===== src/rtl/hierarchy_seq_pkg.sv =====
// Shared definitions for the hierarchy_seq pipeline: operation mode encodings and counter width.
package hierarchy_seq_pkg;

    typedef enum logic [1:0] {
        MODE_AND = 2'd0,
        MODE_OR  = 2'd1,
        MODE_XOR = 2'd2,
        MODE_ADD = 2'd3
    } mode_t;

    localparam int CNT_WIDTH = 16;

endpackage


===== src/rtl/hierarchy_seq_stage.sv =====
// One pipeline register stage: a valid bit plus data word, loaded from the previous stage when enabled.
module hierarchy_seq_stage #(
    parameter int WIDTH = 8
) (
    input  logic             clk,
    input  logic             rst_n,
    input  logic             load,
    input  logic             prev_valid,
    input  logic [WIDTH-1:0] prev_data,
    output logic             valid,
    output logic [WIDTH-1:0] data
);

    always_ff @(posedge clk or negedge rst_n) begin
        if (!rst_n) begin
            valid <= 1'b0;
            data  <= '0;
        end else if (load) begin
            valid <= prev_valid;
            data  <= prev_data;
        end
    end

endmodule


===== src/rtl/hierarchy_seq_pipe.sv =====
// Valid/ready pipeline of DEPTH stages computing AND/OR/XOR/ADD on entry.
// Define HIERARCHY_SEQ_SAT_EN to make ADD saturate to all-ones on carry-out instead of wrapping.
module hierarchy_seq_pipe
    import hierarchy_seq_pkg::*;
#(
    parameter int WIDTH = 8,
    parameter int DEPTH = 3
) (
    input  logic                 clk,
    input  logic                 rst_n,
    input  logic                 in_valid,
    output logic                 in_ready,
    input  logic [WIDTH-1:0]     a,
    input  logic [WIDTH-1:0]     b,
    input  logic [1:0]           mode,
    output logic                 out_valid,
    input  logic                 out_ready,
    output logic [WIDTH-1:0]     c,
    output logic [CNT_WIDTH-1:0] out_cnt
);

    logic [WIDTH-1:0]     op_result;
    logic [DEPTH-1:0]     valid;
    logic [DEPTH-1:0]     load;
    logic [WIDTH-1:0]     data [DEPTH];
    logic [CNT_WIDTH-1:0] cnt_reg;

`ifdef HIERARCHY_SEQ_SAT_EN
    logic [WIDTH:0] sum;

    always_comb begin
        sum       = {1'b0, a} + {1'b0, b};
        op_result = '0;
        case (mode_t'(mode))
            MODE_AND: op_result = a & b;
            MODE_OR:  op_result = a | b;
            MODE_XOR: op_result = a ^ b;
            MODE_ADD: op_result = sum[WIDTH] ? '1 : sum[WIDTH-1:0];
            default:  op_result = '0;
        endcase
    end
`else
    always_comb begin
        op_result = '0;
        case (mode_t'(mode))
            MODE_AND: op_result = a & b;
            MODE_OR:  op_result = a | b;
            MODE_XOR: op_result = a ^ b;
            MODE_ADD: op_result = a + b;
            default:  op_result = '0;
        endcase
    end
`endif

    // A stage can load when any stage from it to the output is empty, or the output drains.
    // Written flat rather than as a ripple chain so the enable never feeds back on itself.
    generate
        for (genvar gi = 0; gi < DEPTH; gi++) begin : g_stage
            assign load[gi] = out_ready || !(&valid[DEPTH-1:gi]);

            if (gi == 0) begin : g_first
                hierarchy_seq_stage #(.WIDTH(WIDTH)) u_stage (
                    .clk        (clk),
                    .rst_n      (rst_n),
                    .load       (load[gi]),
                    .prev_valid (in_valid),
                    .prev_data  (op_result),
                    .valid      (valid[gi]),
                    .data       (data[gi])
                );
            end else begin : g_rest
                hierarchy_seq_stage #(.WIDTH(WIDTH)) u_stage (
                    .clk        (clk),
                    .rst_n      (rst_n),
                    .load       (load[gi]),
                    .prev_valid (valid[gi-1]),
                    .prev_data  (data[gi-1]),
                    .valid      (valid[gi]),
                    .data       (data[gi])
                );
            end
        end
    endgenerate

    assign in_ready  = load[0];
    assign out_valid = valid[DEPTH-1];
    assign c         = data[DEPTH-1];

    always_ff @(posedge clk or negedge rst_n) begin
        if (!rst_n) begin
            cnt_reg <= '0;
        end else if (out_valid && out_ready) begin
            cnt_reg <= cnt_reg + 1'b1;
        end
    end

    assign out_cnt = cnt_reg;

endmodule


===== config.mk =====
export PLATFORM = sky130hd
export DESIGN_NAME = hierarchy_seq_pipe
export DESIGN_NICKNAME = d
export VERILOG_FILES = /design/src/rtl/hierarchy_seq_pkg.sv /design/src/rtl/hierarchy_seq_stage.sv /design/src/rtl/hierarchy_seq_pipe.sv
export SDC_FILE = /design/constraint.sdc
export NUM_CORES = 1
export LEC_CHECK = 0
export BUFFER_PORTS_ARGS = -buffer_cell sky130_fd_sc_hd__buf_2
export CAP_MARGIN = 20
export CORE_MARGIN = 2
export CORE_UTILIZATION = 37
export CTS_BUF_LIST = sky130_fd_sc_hd__clkbuf_8
export CTS_CLUSTER_DIAMETER = 30
export CTS_CLUSTER_SIZE = 40
export DETAILED_ROUTE_END_ITERATION = 8
export MAX_ROUTING_LAYER = met4
export PLACE_DENSITY = 0.58
export SLEW_MARGIN = 0
export SYNTH_ARGS = -nofsm -noshare
export SYNTH_HDL_FRONTEND = slang
export SYNTH_HIERARCHICAL = 1
export SYNTH_SLANG_ARGS = --single-unit
export TNS_END_PERCENT = 5

===== constraint.sdc =====
create_clock -name clk -period 1.33 [get_ports clk]
set_input_delay 0.0665 -clock clk [delete_from_list [all_inputs] [get_ports clk]]
set_output_delay 0.0665 -clock clk [all_outputs]
set_load 0.02 [all_outputs]

==> summary.txt <==
Root buf cell = clkbuf_8
Final WL = 4640 um
Register area share after synthesis = 42.4%
Area contributors post-synth = dfrtp_1, mux2_4, ha_1
Yosys cell types = 45
RR Startpoint = g_stage[2].g_rest.u_stage/valid$_DFFE_PN0P_
Global Route Usage Sum = 13.5%
Net count after synthesis = 256
CTS Buf Count = 5
CP Launch Type = primary input
Drt pass-1 iters = 4
Post-synth EDFFs = 0
Post-Layout Cell Count = 379
Die Ht = 86.8 um
WHS Endpoint = out_cnt[0]$_DFFE_PN0P_
Met2 WL = 2200 um
CP peak stage delay = 0.35 ns
Critical Path End Type = flop
Routed wl met3 = 210 um
Full die area = 7530 sq um
Hold WS = 0.146 ns
Kind of critical path = primary input to flop
Placed Cells = 369
Mapped Area = 2540 sq um
Vias in the first global route = 1716
Antenna viol nets, final = 0
FF-to-FF End = out_cnt[9]$_DFFE_PN0P_
Clock transition at path regs = 0.08 ns
Initial DRC Count = 40
Lkg Pwr = 0.00172 uW
Vias per cell = 4.78
Share of flip-flops with an asynchronous set or reset = 100%
Pwr dens = 1250 nW/um^2
Nets = 338
Final Hold Fails = 0
Fillers = 625
Uppermost layer routed = met4
Worst Tran Pin Value = 0.469 ns
Syn. warnings = 6
Clock tree buffer depth = 2
Remaining Overflow, GRT = 0
Flop2flop setup slack = 0.03 ns
Ys flop type = dfrtp_1
Finish-stage setup viols = 1
# diodes = 0
RSZ-0062 raised after global routing = yes
Clock Sinks = 43
Period utilization = 100%
Syn_area_per_cell = 11.7 sq um
Syn Inst Count = 216
Final WS setup = -0.00144 ns
# DRC = 0
Worst Hold Class = primary input to flop
Tmin final = 1.33 ns
DR vias = 1812
Synth area leader = dfrtp_1
First-pass GRT wire length = 7800 um
Setup bufs post-CTS = 0
Number of port buffers = 47
Max frequency = 0.751 GHz
Slowest stage cell, crit path = fa_2
Yosys top cell area share = 42.4%
Worst Path Max Fanout = 3
Area Overhead vs Synth = 29.6%
Path depth of the worst reg2reg path = 4
Min-delay src = out_ready
Clk_skew = 0.00805 ns
Core area = 6720 sq um
Io pins = 48
Status = finished, violations left
CTS tree = done
Hpwl dp = 3660 um
Worst EP required = 1.51 ns
# rows = 30
Failing checks = negative setup slack
Met1 wire length = 2190 um
Worst Path Arrival = 1.51 ns
Die width = 86.8 um
WHS Path Cells = 3
Layout cell share with drive strength beyond 1 = 44.8%
Final GP Congestion = 0.812
Peak supply drop = 0.000417 V
Post-layout util = 48.9%
Initial Utilization = 37.7%
Initial antenna violation count = 0
Max-cap viol count = 0
Worst-Skew Late Latency = 0.30 ns
CTS H-tree depth = 2
Routed WL per cell = 12.2 um
Critical-path cell list = buf_2 > ha_4 > fa_2 > a21oi_2 > o21ai_2 > a311oi_2 > nor3_1 > mux2_4
Largest net degree at the start of global routing = 25
Number of synthesized register bits = 43
Max Slew Vio Count = 0
Slew margin rel. = 68.7%
-- per-stage QoR --
| step | setup slack [ns] | total power (uW) | cell area [sq um] | TNS [ns] |
|---|---|---|---|---|
| after global placement | -0.324 | 3290 | 3140 | -1.59 |
| after detailed placement | -0.353 | 3320 | 3140 | -1.71 |
| final | -0.00144 | 4100 | 3290 | -0.00144 |
| after global routing | -0.0788 | 4370 | 3290 | -0.605 |
| after floorplan | -0.122 | 2690 | 2560 | -1.45 |
| after CTS | 0.00140 | 4140 | 3250 | 0 |
-- cells in the final DEF (no fill, tap or decap), types with 2 or more instances in the layout --
cell type      instances
a21oi_1                7
o21ai_0                5
nand2_1               15
buf_12                 4
dlygate4sd3_1          2
nand3_1                4
nand2b_1               3
nor3_2                 2
mux2_4                27
buf_2                 46
and3_1                 2
nor2_1                 7
nand3b_1               2
dfrtp_1               42
a211o_1                2
nand4_1                2
o211ai_1               2
ha_1                  16
xor2_1                 4
xnor2_1               13
nand2_2                2
o21ai_2                2
a211oi_1               4
clkbuf_8               5
inv_1                 20
buf_4                 29
-- cell usage after synthesis, drive strengths merged, types with 4 or more instances --
master and count:
a211oi 5, a21oi 8, buf 5, dfrtp 43, ha 17, inv 19, mux2 28, nand2 17
nand2b 4, nand3 4, nor2 8, o21ai 8, xnor2 13, xor2 4
-- flip-flops by register name (all words and copies together) (netlist names) --
register and flops:
g_stage.g_rest.u_stage/data 16, out_cnt 16, g_stage.g_first.u_stage/data 8, g_stage.g_rest.u_stage/valid 2
g_stage.g_first.u_stage/valid 1
-- worst max-delay path: cells and delay by family --
kind / cells / cell delay (ns)
AO/OA/AOI/OAI: 3 / 0.49
multiplexers: 1 / 0.25
AND/OR/NAND/NOR: 1 / 0.08
adder cells (fa/ha/maj): 2 / 0.51
buffers and inverters: 1 / 0.12
-- timing repair --
action / in CTS / in global routing
cloned: 0 / 0
endpoints found under the setup margin: 3 / 19
resized for setup: 1 / 8
hold buffers: 2 / 0
endpoints found under the hold margin: 20 / 0
pin swaps: 2 / 5
-- power breakdown --
part	internal, uW	total [uW]	switching, uW
combinational	817	1550	734
sequential	1570	1750	177
clock	359	802	442
total	2750	4100	1350
-- worst max path at each step --
stage,cells past startpoint,to,startpoint
5_1_grt,4,out_cnt[11]$_DFFE_PN0P_,g_stage[2].g_rest.u_stage/valid$_DFFE_PN0P_
4_1_cts,3,in_ready,g_stage[2].g_rest.u_stage/valid$_DFFE_PN0P_
3_5_place_dp,8,g_stage[0].g_first.u_stage/data[5]$_DFFE_PN0P_,a[1]
2_1_floorplan,4,g_stage[0].g_first.u_stage/data[1]$_DFFE_PN0P_,a[0]
3_3_place_gp,8,g_stage[0].g_first.u_stage/data[7]$_DFFE_PN0P_,a[1]
6_report,8,g_stage[0].g_first.u_stage/data[6]$_DFFE_PN0P_,a[0]
-- area by class of cell --
cell class              count  area, sq um  area share, %
multi-input cells         147         1390           42.3
clock inverters             3         16.3          0.495
flip-flops and latches     43         1080           32.8
inverters                  19         71.3           2.17
well taps                  80          100           3.05
clock buffers               5         68.8           2.09
repair buffers             82          563           17.1
-- logic make-up (layout without fill, tap and decap cells) --
kind of cell | after synthesis | after routing | share of synthesized area (%)
fa+ha+maj | 18 | 18 | 9.18
mux | 29 | 29 | 17.3
buf+inv | 26 | 109 | 4.83
compound gates | 32 | 32 | 8.58
flops | 43 | 43 | 42.4
simple gates | 51 | 51 | 11.8
xor+xnor | 17 | 17 | 5.87
-- per-layer routing --
metal	track usage (%)	vias up
met4	4.26	0
met3	3.24	4
met2	21.7	42
met1	16.7	844
li1	-	922
met5	-	-
Power figures use the tool's default switching activity.
